<file path="src/rtl/ppu_writer_pkg.sv">
// Shared types and VGA timing constants for the PPU write-queue block.
package ppu_writer_pkg;

  localparam int HACTIVE = 1280;
  localparam int HTOTAL  = 1600;
  localparam int VACTIVE = 480;
  localparam int VTOTAL  = 525;

  typedef struct packed {
    logic [15:0] addr;
    logic [31:0] data;
  } ppu_wr_t;

  typedef enum logic [1:0] {S_WAIT, S_ISSUE, S_GAP} state_t;

endpackage

</file>
<file path="src/rtl/ppu_writer_sync_fifo.sv">
// Single-clock FIFO of PPU writes; pop data is registered and appears the cycle after pop.
module ppu_writer_sync_fifo
  import ppu_writer_pkg::*;
#(
  parameter int DEPTH = 16
) (
  input  logic                     clk,
  input  logic                     rst_n,
  input  logic                     push,
  input  ppu_wr_t                  push_data,
  input  logic                     pop,
  input  logic                     flush,
  output ppu_wr_t                  pop_data,
  output logic                     full,
  output logic                     empty,
  output logic [$clog2(DEPTH):0]   count
);

  localparam int AW = $clog2(DEPTH);

  ppu_wr_t       mem [DEPTH];
  logic [AW-1:0] wr_ptr, rd_ptr;
  logic          do_push, do_pop;

  assign full    = (count == (AW+1)'(DEPTH));
  assign empty   = (count == '0);
  assign do_push = push && !full && !flush;
  assign do_pop  = pop && !empty;

  always_ff @(posedge clk or negedge rst_n) begin
    if (!rst_n) begin
      wr_ptr   <= '0;
      rd_ptr   <= '0;
      count    <= '0;
      pop_data <= '0;
    end else begin
      // a pop on a flush cycle still delivers its entry downstream
      if (do_pop) pop_data <= mem[rd_ptr];
      if (flush) begin
        wr_ptr <= '0;
        rd_ptr <= '0;
        count  <= '0;
      end else begin
        if (do_push) wr_ptr <= wr_ptr + AW'(1);
        if (do_pop)  rd_ptr <= rd_ptr + AW'(1);
        case ({do_push, do_pop})
          2'b10:   count <= count + (AW+1)'(1);
          2'b01:   count <= count - (AW+1)'(1);
          default: count <= count;
        endcase
      end
    end
  end

  always_ff @(posedge clk) begin
    if (do_push) mem[wr_ptr] <= push_data;
  end

endmodule

</file>
<file path="src/rtl/ppu_writer.sv">
// Queues PPU table writes and replays them only inside vertical blank (or always, in bypass).
module ppu_writer
  import ppu_writer_pkg::*;
#(
  parameter int DEPTH     = 16,
  parameter int GAP       = 0,
  parameter int VBL_START = 480,
  parameter int VBL_LAST  = 524,
  parameter int CUTOFF_H  = 1280
) (
  input  logic                     clk,
  input  logic                     reset_n,
  input  logic                     push_valid,
  output logic                     push_ready,
  input  logic [15:0]              push_addr,
  input  logic [31:0]              push_data,
  input  logic                     bypass,
  input  logic                     flush,
  input  logic [10:0]              hcount,
  input  logic [9:0]               vcount,
  output logic                     chipselect,
  output logic                     write,
  output logic [15:0]              address,
  output logic [31:0]              writedata,
  output logic [$clog2(DEPTH):0]   pending,
  output logic                     busy,
  output logic                     overflow
);

  localparam int          PW     = $clog2(DEPTH) + 1;
  localparam logic [9:0]  VS     = 10'(VBL_START);
  localparam logic [9:0]  VL     = 10'(VBL_LAST);
  localparam logic [10:0] CH     = 11'(CUTOFF_H);
  localparam logic [15:0] GAP_LD = (GAP > 0) ? 16'(GAP - 1) : 16'd0;

  state_t      state, state_nx;
  ppu_wr_t     head, push_ent;
  logic        full, empty, win, pop, more, stb_q;
  logic [15:0] gap_cnt;

  assign push_ent = '{addr: push_addr, data: push_data};

  ppu_writer_sync_fifo #(.DEPTH(DEPTH)) u_fifo (
    .clk       (clk),
    .rst_n     (reset_n),
    .push      (push_valid),
    .push_data (push_ent),
    .pop       (pop),
    .flush     (flush),
    .pop_data  (head),
    .full      (full),
    .empty     (empty),
    .count     (pending)
  );

  assign win = bypass
            || (vcount >= VS && vcount < VL)
            || (vcount == VL && hcount < CH);

  assign push_ready = reset_n && !full;

  // whether anything is left to issue once this cycle's pop has happened
  assign more = pop ? (pending != PW'(1)) : !empty;

  always_ff @(posedge clk or negedge reset_n) begin
    if (!reset_n) state <= S_WAIT;
    else          state <= state_nx;
  end

  always_comb begin
    state_nx = state;
    case (state)
      S_WAIT:  if (win && !empty && !flush) state_nx = S_ISSUE;
      S_ISSUE: begin
        if (pop && GAP > 0)              state_nx = S_GAP;
        else if (win && more && !flush)  state_nx = S_ISSUE;
        else                             state_nx = S_WAIT;
      end
      S_GAP:   if (gap_cnt == '0) state_nx = (win && !empty && !flush) ? S_ISSUE : S_WAIT;
      default: state_nx = S_WAIT;
    endcase
  end

  // pop is gated by the live window so a closing window never loses an entry
  always_comb begin
    pop  = (state == S_ISSUE) && win && !empty;
    busy = (state != S_WAIT);
  end

  always_ff @(posedge clk or negedge reset_n) begin
    if (!reset_n) begin
      stb_q    <= 1'b0;
      gap_cnt  <= '0;
      overflow <= 1'b0;
    end else begin
      stb_q <= pop;
      if (pop)                                    gap_cnt <= GAP_LD;
      else if (state == S_GAP && gap_cnt != '0)   gap_cnt <= gap_cnt - 16'd1;
      if (flush)                                  overflow <= 1'b0;
      else if (push_valid && !push_ready)         overflow <= 1'b1;
    end
  end

  assign chipselect = stb_q;
  assign write      = stb_q;
  assign address    = head.addr;
  assign writedata  = head.data;

endmodule
</file>
<file path="config.mk">
export PLATFORM = sky130hd
export DESIGN_NAME = ppu_writer
export DESIGN_NICKNAME = d
export VERILOG_FILES = /design/src/rtl/ppu_writer_pkg.sv /design/src/rtl/ppu_writer_sync_fifo.sv /design/src/rtl/ppu_writer.sv
export SDC_FILE = /design/constraint.sdc
export NUM_CORES = 1
export LEC_CHECK = 0
export CORE_MARGIN = 4
export CORE_UTILIZATION = 35
export CTS_BUF_LIST = sky130_fd_sc_hd__clkbuf_8 sky130_fd_sc_hd__clkbuf_16
export CTS_CLUSTER_SIZE = 20
export DETAILED_ROUTE_END_ITERATION = 10
export PLACE_DENSITY = 0.49
export SLEW_MARGIN = 20
export SYNTH_ARGS = -nofsm -noshare
export SYNTH_HDL_FRONTEND = slang
export SYNTH_SLANG_ARGS = --single-unit
</file>
<file path="constraint.sdc">
create_clock -name clk -period 9.4 [get_ports clk]
set_input_delay 1.88 -clock clk [delete_from_list [all_inputs] [get_ports clk]]
set_output_delay 1.88 -clock clk [all_outputs]
set_load 0.01 [all_outputs]
</file>
# Word-level counts from Yosys, hierarchy flattened
# Memories as Yosys holds them, arrays and structs flattened. A register that Yosys moved wholly into a read port is not among the register bits.
# Index checks and enable logic that the tools add are counted.
# op_classes
eq_ne,9
n_addsub,5
n_lt_le_gt_ge,3
muxes,18
n_reduce_logical,32
# ops
op,count
$mux 16,2
$logic_not 16->1,1
$mux 4,4
$reduce_bool 16->1,1
$sub 16x1->16 const B,1
$logic_and 1x1->1,14
$lt 11x11->1 const B,1
$eq 10x10->1 const B,1
$ge 10x9->1 const B,1
$lt 10x10->1 const B,1
$pmux 5 s2,1
$reduce_bool 2->1,5
$add 4x1->4 const B,2
$mux 1,7
$pmux 2 s3,1
$add 5x1->5 const B,1
$eq 5x5->1 const B,1
$logic_not 1->1,5
$logic_not 5->1,1
$mux 5,1
$ne 5x1->1 const B,1
$sub 5x1->5 const B,1
$eq 2x1->1 const B,2
$eq 2x2->1 const B,2
6 further kinds,9
# word_totals
mem_bits_rw,768
input_bits,74
output_inout_bits,58
ff_bits,33
memories,1
word_cells,75
# memory_table
name,words,word_bits,read_ports,rd_ports_with_merged_regs,write_ports,line_no,source
u_fifo.mem,16,48,1,1,1,ppu_writer_sync_fifo.sv:21,ppu_wr_t mem [DEPTH];

# Depth between registers and ports, before layout
# Gate-level depths: netlist of the first run.
# logic_depth
ltp_word,11
depth_mapped,11
ltp_nobuf,8

# By module
# Synthesis of the first run repeated with hierarchy kept, for this count alone.
# unflattened
hier_cells,1415
hier_area_um2,31785.5
# by_module_without_submodules
module,seq_area_each_um2,n_inst,cells_per_inst,area_each_um2
ppu_writer_sync_fifo,24588.6,1,1394,31586.5
ppu_writer,75.1,1,21,198.9

# Worst setup path after synthesis of the first run
# Ideal clock, no wire load.
# synth_timing
kind,input to register
start,input port flush
end,"memory u_fifo.mem[1][0] (netlist bit), enable pin"
required_ns,8.887
arrival_time_ns,5.658
path_slack_ns,3.229
setup_time_ns,0.513
cell_stages,4
n_path_buf,1
path_cell_list,clkbuf_1 > nor2_1 > nand2_1 > nor3_1
# synth_via
elab_chain_len,4
# synth_rtl
element,line_no,source
"start, declared",ppu_writer.sv:18,"input logic flush,"
$logic_not 1->1,ppu_writer_sync_fifo.sv:27,assign do_push = push && !full && !flush;
$logic_and 1x1->1,ppu_writer_sync_fifo.sv:27,
$mux 1,ppu_writer_sync_fifo.sv:56,if (do_push) mem[wr_ptr] <= push_data;
$mux 1 (implied by the code),ppu_writer_sync_fifo.sv:56,
"end, declared",ppu_writer_sync_fifo.sv:21,
# No other way between the ends.

# Worst setup path in the final report of the first run
# layout_timing
start,input port flush
end,"memory u_fifo.mem[3][21] (netlist bit), enable pin"
# Same word-level chain as after synthesis.

==> reports/metrics.yaml, run 1 <==
drt:
  avgViaCountPerCell: 5.15
  wl_per_cell_um: 26.7
  drt_iter0_drc: 1186
  antenna_left: 0
  vias: 14500
  dr.pass1.iters: 5
  drc: 0
  drt-total-wl_mm: 74.9
synthesis:
  yosysSeqAreaShare_pct: 78.1
  synth.top_cells.by_count: "edfxtp_1 (768), mux4_2 (240), nand2_1 (160)"
  syn_nets: 1483
  post_synth_num_cell_types: 38
  synth.top_cell.area_share_pct: 73.0
  synth.avg_cell_area_um2: 22.6
  synth_area_leaders: "edfxtp_1 (73%), mux4_2 (17%), dfrtp_1 (5.1%), nand2_1 (1.9%), clkbuf_1 (0.51%)"
  ys_ff_latch: 832
  ys.warnings.count: 0
  synthArstFlopShare_pct: 7.69
  synth.most_common_cell: "edfxtp_1"
  synth_flop_cell: "edfxtp_1"
  yosysTopAreaCell: "edfxtp_1"
  syn_inst: 1401
  synth_edf_count: 768
  netlist_area_mm2: 0.0316
setup_path:
  worstPathCellList: "clkdlybuf4s50_1 > nor2_1 > nand2_1 > nor3_2 > buf_4"
  slowest_stage: "buf_4"
  end_kind: "register"
  path_max_fanout: 41
  required_ps: 9630
  startpoint_type: "input pin"
  arrival_ps: 5110
  max_stage_delay_ps: 860
  critPathKind: "in -> reg"
sta:
  period_needed_ps: 4880
  slew_headroom_pct: 32.5
  hold_ws_ps: 475
  finalCritPeriodShare_pct: 51.9
  fmax_mhz: 205
  worstMarginPinSlew_ps: 1010
  slew_violations: 0
  setup_violations: 0
  final.setup.tns_ps: 0
  finClkSkew_ps: 11.2
  hold_violations: 0
  rsz0062_at_grt: "no"
cts:
  post_cts_buffers: 0
  cts_tree: "built"
  cts_hold_buf: 0
  path_clk_slew_ps: 60
  clock-sinks: 832
  clk_path_buf_depth: 3
  clock_latency_ps: 620
  cts_buffers: 88
  cts_root_buffer: "clkbuf_16"
  cts_resized: 0
  htree_levels: 3
pwr:
  p_sw_share_pct: 21.1
  power_frac_clock_pct: 41.7
  peakVddDrop_mv: 0.139
  power_mw: 8.32
  p_per_area_mw_per_mm2: 223
  pwr-share-seq_pct: 51.0
  combPwrFrac_pct: 7.3
  leakagePower_nw: 11.8
  p_int_mw: 6.56
  p_sw_mw: 1.76
worst_hold_path:
  hold_class: "reg -> reg"
finish:
  stdcell_area_mm2: 0.0372
  syn_to_final_growth_pct: 17.9
  drive_gt1_share_pct: 25.8
  finalNonFillerCells: 2811
  fin_nets: 1651
floorplan:
  start_util_pct: 35.5
  core_area_mm2: 0.0889
  fp.dieW_um: 308
  rows: 109
  io_pins: 132
  die-area_mm2: 0.0951
  die_h_um: 308
flow_run:
  maxCapViolations: 0
grt:
  overflow: 0
  grt_max_degree: 99
  track_usage_pct: 15.9
  grt_pass1_wl_mm: 108
  antenna_found_initial: 8
  grt_pass1_vias: 15500
status:
  status: "finished clean"
place:
  dpl.cell_count: 2644
  hpwl_mm: 37.2
  gp_congestion: 0.683
  port_buffers: 123
  place_area_mm2: 0.0343
==> placed cells by master, fill, tap and decap left out, types with 6 or more instances in the layout <==
master	count
clkinv_2	14
dfrtp_1	60
ha_1	8
mux4_2	240
nor2_1	13
clkbuf_16	91
nand2_1	160
clkbuf_8	6
clkdlybuf4s50_1	122
bufinv_16	10
buf_4	30
inv_1	29
edfxtp_1	768
a21oi_1	10
nor2_4	12
clkinv_1	13
==> power by group through the flow <==
stage	Clock [mW]	Sequential (mW)	Combinational, mW
floorplan	0	4.36	0.217
global placement	0	4.32	0.622
detailed placement	0	4.32	0.626
CTS	3.56	4.25	0.628
global route	3.72	4.26	0.671
finish	3.47	4.24	0.610
==> metrics by stage <==
stage / util [%] / setup WS, ps
after floorplan: - / 3230
after global placement: 38.6 / 3890
after detailed placement: 38.6 / 3870
after CTS: 41.9 / 4520
after global routing: 41.9 / 4360
final: 41.9 / 4520
==> layer usage <==
metal / track usage (%) / vias to the layer above / part of all wire, %
li1: - / 6135 / -
met1: 21.7 / 7918 / 44
met2: 26.4 / 333 / 49
met3: 3.12 / 97 / 5.1
met4: 3.96 / 6 / 1.7
met5: 0 / - / 0.051
==> cell families after synthesis <==
kind of cell               count (synthesis)  share of synthesized area [%]
DFF                                      832                           78.1
adders and majority gates                  9                          0.352
AOI/OAI and AO/OA                         18                          0.333
and+or+nand+nor                          210                           2.74
xor gates and xnor gates                   6                          0.166
buffers and inverters                     82                           1.11
muxes                                    244                           17.2
==> worst max-delay path: cells and delay by family <==
family / cells / cell delay, ps
and+or+nand+nor: 3 / 1480
buffers and inverters: 2 / 1640
==> layout make-up <==
cell class | count | area (um2)
clock buffer | 97 | 2360
sequential | 832 | 24700
tap | 1165 | 1460
fill | 7748 | 51700
antenna | 4 | 10.0
clock inverter | 66 | 557
inverter | 7 | 26.3
timing repair buffer | 153 | 1470
multi-input combinational | 487 | 6690
==> final timing paths <==
kind	end	start	cells after the start	slack [ps]
worst min register to register	u_fifo.pop_data[12]$_DFFE_PN0P_	u_fifo.pop_data[12]$_DFFE_PN0P_	2	480
worst min-delay path	u_fifo.pop_data[12]$_DFFE_PN0P_	u_fifo.pop_data[12]$_DFFE_PN0P_	2	480
worst max-delay path	u_fifo.mem[3][21]$_DFFE_PP_	flush	5	4520
min in group asynchronous	u_fifo.pop_data[35]$_DFFE_PN0P_	reset_n	1	1150
max in group asynchronous	u_fifo.rd_ptr[0]$_DFFE_PN0P_	reset_n	2	7110
worst max register to register	u_fifo.mem[3][21]$_DFFE_PP_	u_fifo.count[0]$_DFFE_PN0P_	8	5480
==> sequential cells by signal, summed over array words and instances, names as in the netlist <==
name	count
overflow	1
state	1
u_fifo.count	5
u_fifo.pop_data	48
chipselect	1
u_fifo.wr_ptr	4
u_fifo.rd_ptr	4
u_fifo.mem	768
Power figures use the tool's default switching activity.
==> run 2: changes to the inputs <==
Settings changed: PLACE_DENSITY 0.49 to 0.51.
Clock period 9.4 ns to 4.1 ns, I/O delays scaled along.
==> reports/metrics.yaml, run 2 (synthesis results as in run 1) <==
status:
  status: "finished clean"
sta:
  worstMarginPinSlew_ps: 844
  finClkSkew_ps: 20.9
  period_needed_ps: 3090
  finalCritPeriodShare_pct: 75.4
  layout_setup_ws_ps: 1010
  hold_violations: 0
  slew_violations: 0
  slew_headroom_pct: 43.7
  rsz0062_at_grt: "no"
  setup_violations: 0
  fmax_mhz: 323
  hold_ws_ps: 91.4
  final.setup.tns_ps: 0
cts:
  path_clk_slew_ps: 60
  cts_root_buffer: "clkbuf_16"
  cts_tree: "built"
  cts_buffers: 87
  cts_resized: 0
  htree_levels: 3
  clock_latency_ps: 630
  post_cts_buffers: 0
  cts_hold_buf: 0
  clock-sinks: 832
  clk_path_buf_depth: 3
finish:
  top_regs: "u_fifo.mem x768, u_fifo.pop_data x48, u_fifo.count x5"
  regMostFlops: "u_fifo.mem"
  finalNonFillerCells: 2843
  syn_to_final_growth_pct: 19.2
  largest_reg_flops: 768
  stdcell_area_mm2: 0.0377
  final_common_cell: "edfxtp_1"
  fin_nets: 1681
  final_core_util_pct: 42.3
  drive_gt1_share_pct: 27.2
  final_cell_mix: "edfxtp_1 (768), mux4_2 (240), nand2_1 (160), clkdlybuf4s50_1 (122), clkbuf_16 (90)"
setup_path:
  path_max_fanout: 7
  crit_path_end: "push_ready"
  max_stage_delay_ps: 520
  rrSetupSlack_ps: 1130
  path_depth: 6
  startpoint_type: "register"
  cp-startpoint: "u_fifo.count[0]$_DFFE_PN0P_"
  arrival_ps: 2270
  slowest_stage: "clkdlybuf4s50_1"
  r2r-end: "u_fifo.mem[12][35]$_DFFE_PP_"
  r2r-start: "u_fifo.count[0]$_DFFE_PN0P_"
  cp_num_buf_inv: 3
  path_delay_family: "buffers and inverters"
  critPathKind: "reg -> out"
  required_ps: 3280
  reg2reg_depth: 8
  path_common_cell: "inv_1"
  end_kind: "primary output"
  worstPathCellList: "inv_1 > ha_1 > nand4bb_1 > nand2_1 > inv_1 > clkdlybuf4s50_1"
pwr:
  leakagePower_nw: 11.9
  p_per_area_mw_per_mm2: 503
  peakVddDrop_mv: 0.322
  power_mw: 18.9
drt:
  vias: 14600
  antenna_left: 0
  dr.pass1.iters: 5
  drt-total-wl_mm: 73.0
  avgViaCountPerCell: 5.13
  drt_iter0_drc: 1140
  drc: 0
  wl_per_cell_um: 25.7
floorplan:
  rows: 109
  core_area_mm2: 0.0889
  die_h_um: 308
  fp.dieW_um: 308
  start_util_pct: 35.5
  io_pins: 132
  die-area_mm2: 0.0951
place:
  place_area_mm2: 0.0348
  port_buffers: 123
  gp_congestion: 0.702
  detailedPlace.worstSlack_ps: 773
  dpl.cell_count: 2675
  hpwl_mm: 39.0
flow_run:
  maxCapViolations: 0
worst_hold_path:
  hold_class: "in -> async"
grt:
  grt_pass1_vias: 15700
  antenna_found_initial: 10
  grt_max_degree: 52
  overflow: 0
  track_usage_pct: 15.6
  grt_pass1_wl_mm: 107
==> run 2: cell types whose count changed in the layout (fill, tap and decap cells not counted), moves of 2 or more <==
| cell | change |
|---|---|
| buf_12 | +15 |
| nor3_4 | +4 |
| nor3_2 | -4 |
| buf_4 | +16 |
| clkinv_2 | +2 |
==> run 2: cell type report <==
type / instances / area (um2)
multi-input cells: 487 / 6720
well taps: 1165 / 1460
inverters: 7 / 26.3
fillers: 7714 / 51300
repair buffers: 184 / 1890
clock buffers: 95 / 2320
diodes: 5 / 12.5
clock inverters: 68 / 558
flip-flops and latches: 832 / 24700
==> run 2: layer usage <==
| metal | wire length [um] | global-route usage (%) |
|---|---|---|
| met2 | 36300 | 25.9 |
| met3 | 3630 | 2.99 |
| met1 | 31600 | 21.1 |
| met4 | 1350 | 4.17 |
| met5 | 42 | 0 |
==> run 2: worst register-to-register path: stages (launching register included) <==
cell and delay [ps]:
dfrtp_1 480, inv_1 80, ha_1 260, nand4bb_1 170
nand2_1 90, nor2_1 440, nand2_1 390, nor2_4 200
buf_4 510
==> run 2: worst min path at each step <==
stage	startpoint	end	slack, ps
floorplan	u_fifo.pop_data[40]$_DFFE_PN0P_	u_fifo.pop_data[40]$_DFFE_PN0P_	510
global route	reset_n	u_fifo.pop_data[34]$_DFFE_PN0P_	80
finish	reset_n	u_fifo.pop_data[34]$_DFFE_PN0P_	90
detailed placement	u_fifo.pop_data[5]$_DFFE_PN0P_	u_fifo.pop_data[5]$_DFFE_PN0P_	460
global placement	u_fifo.pop_data[47]$_DFFE_PN0P_	u_fifo.pop_data[47]$_DFFE_PN0P_	460
CTS	reset_n	u_fifo.pop_data[34]$_DFFE_PN0P_	60
==> run 2: power breakdown <==
part           leakage (nW)  switching [mW]  internal (mW)
Clock                  1.51            3.16           4.64
Combinational          2.69           0.671          0.746
Sequential             7.74           0.156           9.57
==> run 3: changes to the inputs <==
Clock period 4.1 ns to 2.5 ns, I/O delays scaled along.
==> reports/metrics.yaml, run 3 (synthesis results as in run 1) <==
sta:
  slew_violations: 0
  slew_headroom_pct: 43.0
  fmax_mhz: 422
  finalCritPeriodShare_pct: 94.7
  worstMarginPinSlew_ps: 855
  final.setup.tns_ps: 0
  finClkSkew_ps: 22.9
  setup_violations: 0
  hold_violations: 0
  period_needed_ps: 2370
place:
  hpwl_mm: 42.3
  port_buffers: 123
  place_area_mm2: 0.0357
  gp_congestion: 0.718
floorplan:
  start_util_pct: 35.5
  core_area_mm2: 0.0889
  die_h_um: 308
  die-area_mm2: 0.0951
  io_pins: 132
  fp.dieW_um: 308
  rows: 109
cts:
  clock_latency_ps: 630
  cts_tree: "built"
  htree_levels: 3
  cts_root_buffer: "clkbuf_16"
  clock-sinks: 832
  cts_buffers: 87
  path_clk_slew_ps: 60
  clk_path_buf_depth: 3
drt:
  drt_iter0_drc: 1173
  avgViaCountPerCell: 5.18
  antenna_left: 0
  drt-total-wl_mm: 75.2
  wl_per_cell_um: 25.9
  drc: 0
  vias: 15000
  dr.pass1.iters: 5
grt:
  grt_max_degree: 63
  track_usage_pct: 15.9
  grt_pass1_vias: 15800
  antenna_found_initial: 8
  grt_pass1_wl_mm: 110
  overflow: 0
finish:
  fin_nets: 1741
  final_cell_mix: "edfxtp_1 (768), mux4_2 (240), nand2_1 (155), clkdlybuf4s50_1 (121), clkbuf_16 (89)"
  syn_to_final_growth_pct: 22.1
  stdcell_area_mm2: 0.0386
  drive_gt1_share_pct: 29.9
  top_regs: "u_fifo.mem x768, u_fifo.pop_data x48, u_fifo.count x5"
  largest_reg_flops: 768
  nFillCells: 7642
  final_common_cell: "edfxtp_1"
  regMostFlops: "u_fifo.mem"
setup_path:
  arrival_ps: 1870
  end_kind: "primary output"
  required_ps: 2000
  critPathKind: "reg -> out"
  path_max_fanout: 5
  path_delay_family: "buffers and inverters"
  startpoint_type: "register"
  cp_num_buf_inv: 4
  slowest_stage: "dfrtp_2"
  max_stage_delay_ps: 400
  worstPathCellList: "inv_2 > ha_4 > nand4bb_1 > nand2_1 > buf_4 > inv_1 > dlygate4sd2_1"
worst_hold_path:
  hold_class: "in -> async"
pwr:
  p_per_area_mw_per_mm2: 796
  power_mw: 30.7
  peakVddDrop_mv: 0.467
  leakagePower_nw: 12.4
flow_run:
  maxCapViolations: 0
status:
  status: "finished clean"
run 3: cell count changes in the layout (fill, tap and decap cells not counted), sizes merged:
cell | before | now
bufinv | 9 | 3
buf | 62 | 121
clkinv | 32 | 27
clkdlybuf4s50 | 122 | 121
diode | 5 | 2
dlygate4sd2 | 0 | 1
dlygate4sd3 | 0 | 1
clkinvlp | 1 | 3
inv | 33 | 41
run 3: final timing paths:
check | from | endpoint | slack (ps) | cells after the start
setup / recovery | u_fifo.count[0]$_DFFE_PN0P_ | push_ready | 130 | 7
hold / removal | reset_n | u_fifo.pop_data[34]$_DFFE_PN0P_ | 450 | 3
setup reg to reg | u_fifo.count[1]$_DFFE_PN0P_ | overflow$_DFFE_PN0P_ | 130 | 17
hold reg to reg | u_fifo.pop_data[13]$_DFFE_PN0P_ | u_fifo.pop_data[13]$_DFFE_PN0P_ | 470 | 2
max in group asynchronous | reset_n | u_fifo.rd_ptr[2]$_DFFE_PN0P_ | 800 | 4
min in group clk | u_fifo.pop_data[13]$_DFFE_PN0P_ | u_fifo.pop_data[13]$_DFFE_PN0P_ | 470 | 2
run 3: through the flow:
step           utilization, %  hold slack, ps  std cells  setup WS (ps)
4_1_cts                  43.3             439       2895           29.8
3_5_place_dp             40.1             461       2718          -5.02
2_1_floorplan               -             204       1401           -411
5_1_grt                  43.4             469       2897          -1.62
3_3_place_gp             40.1             461       2718          -14.2
6_report                 43.4             453       2899            132
run 3: repair_timing:
item,4_1_cts,5_1_grt
pin swaps,1,4
gates resized for setup,1,2
setup buffers,14,3
setup endpoints to repair,1,2
hold buffers,1,0
endpoints found under the hold margin,18,0
run 3: cell type report:
class | instances | area, um2 | share of cell area (%)
Timing Repair Buffer | 244 | 2890 | 7.49
Antenna cell | 2 | 5.00 | 0.0130
Inverter | 7 | 26.3 | 0.0681
Clock buffer | 95 | 2310 | 5.99
Multi-Input combinational cell | 487 | 6780 | 17.6
Sequential cell | 832 | 24700 | 64.0
Tap cell | 1165 | 1460 | 3.78
Clock inverter | 67 | 425 | 1.10
run 3: worst reg2reg max path: cells and delay by family (launching register included):
| family | cells | cell delay, ps |
|---|---|---|
| compound gates | 1 | 100 |
| fa+ha+maj | 1 | 160 |
| buf+inv | 12 | 1390 |
| flops | 1 | 360 |
| simple gates | 3 | 240 |
run 3: per-layer routing:
metal	wire length, um	GRT usage, %	vias to the layer above	part of all wire (%)
li1	-	-	6333	-
met1	33900	22.7	8232	45
met2	36600	25.7	345	49
met3	3550	2.78	90	4.7
met4	1100	3.64	10	1.5
met5	63	0	-	0.084
run 3: power by group:
group          internal (mW)  switching, mW  leakage, nW
Combinational           1.31           1.16         3.17
Clock                   6.97           5.26         1.45
Sequential              15.7          0.310         7.74
Total                   24.0           6.73         12.4
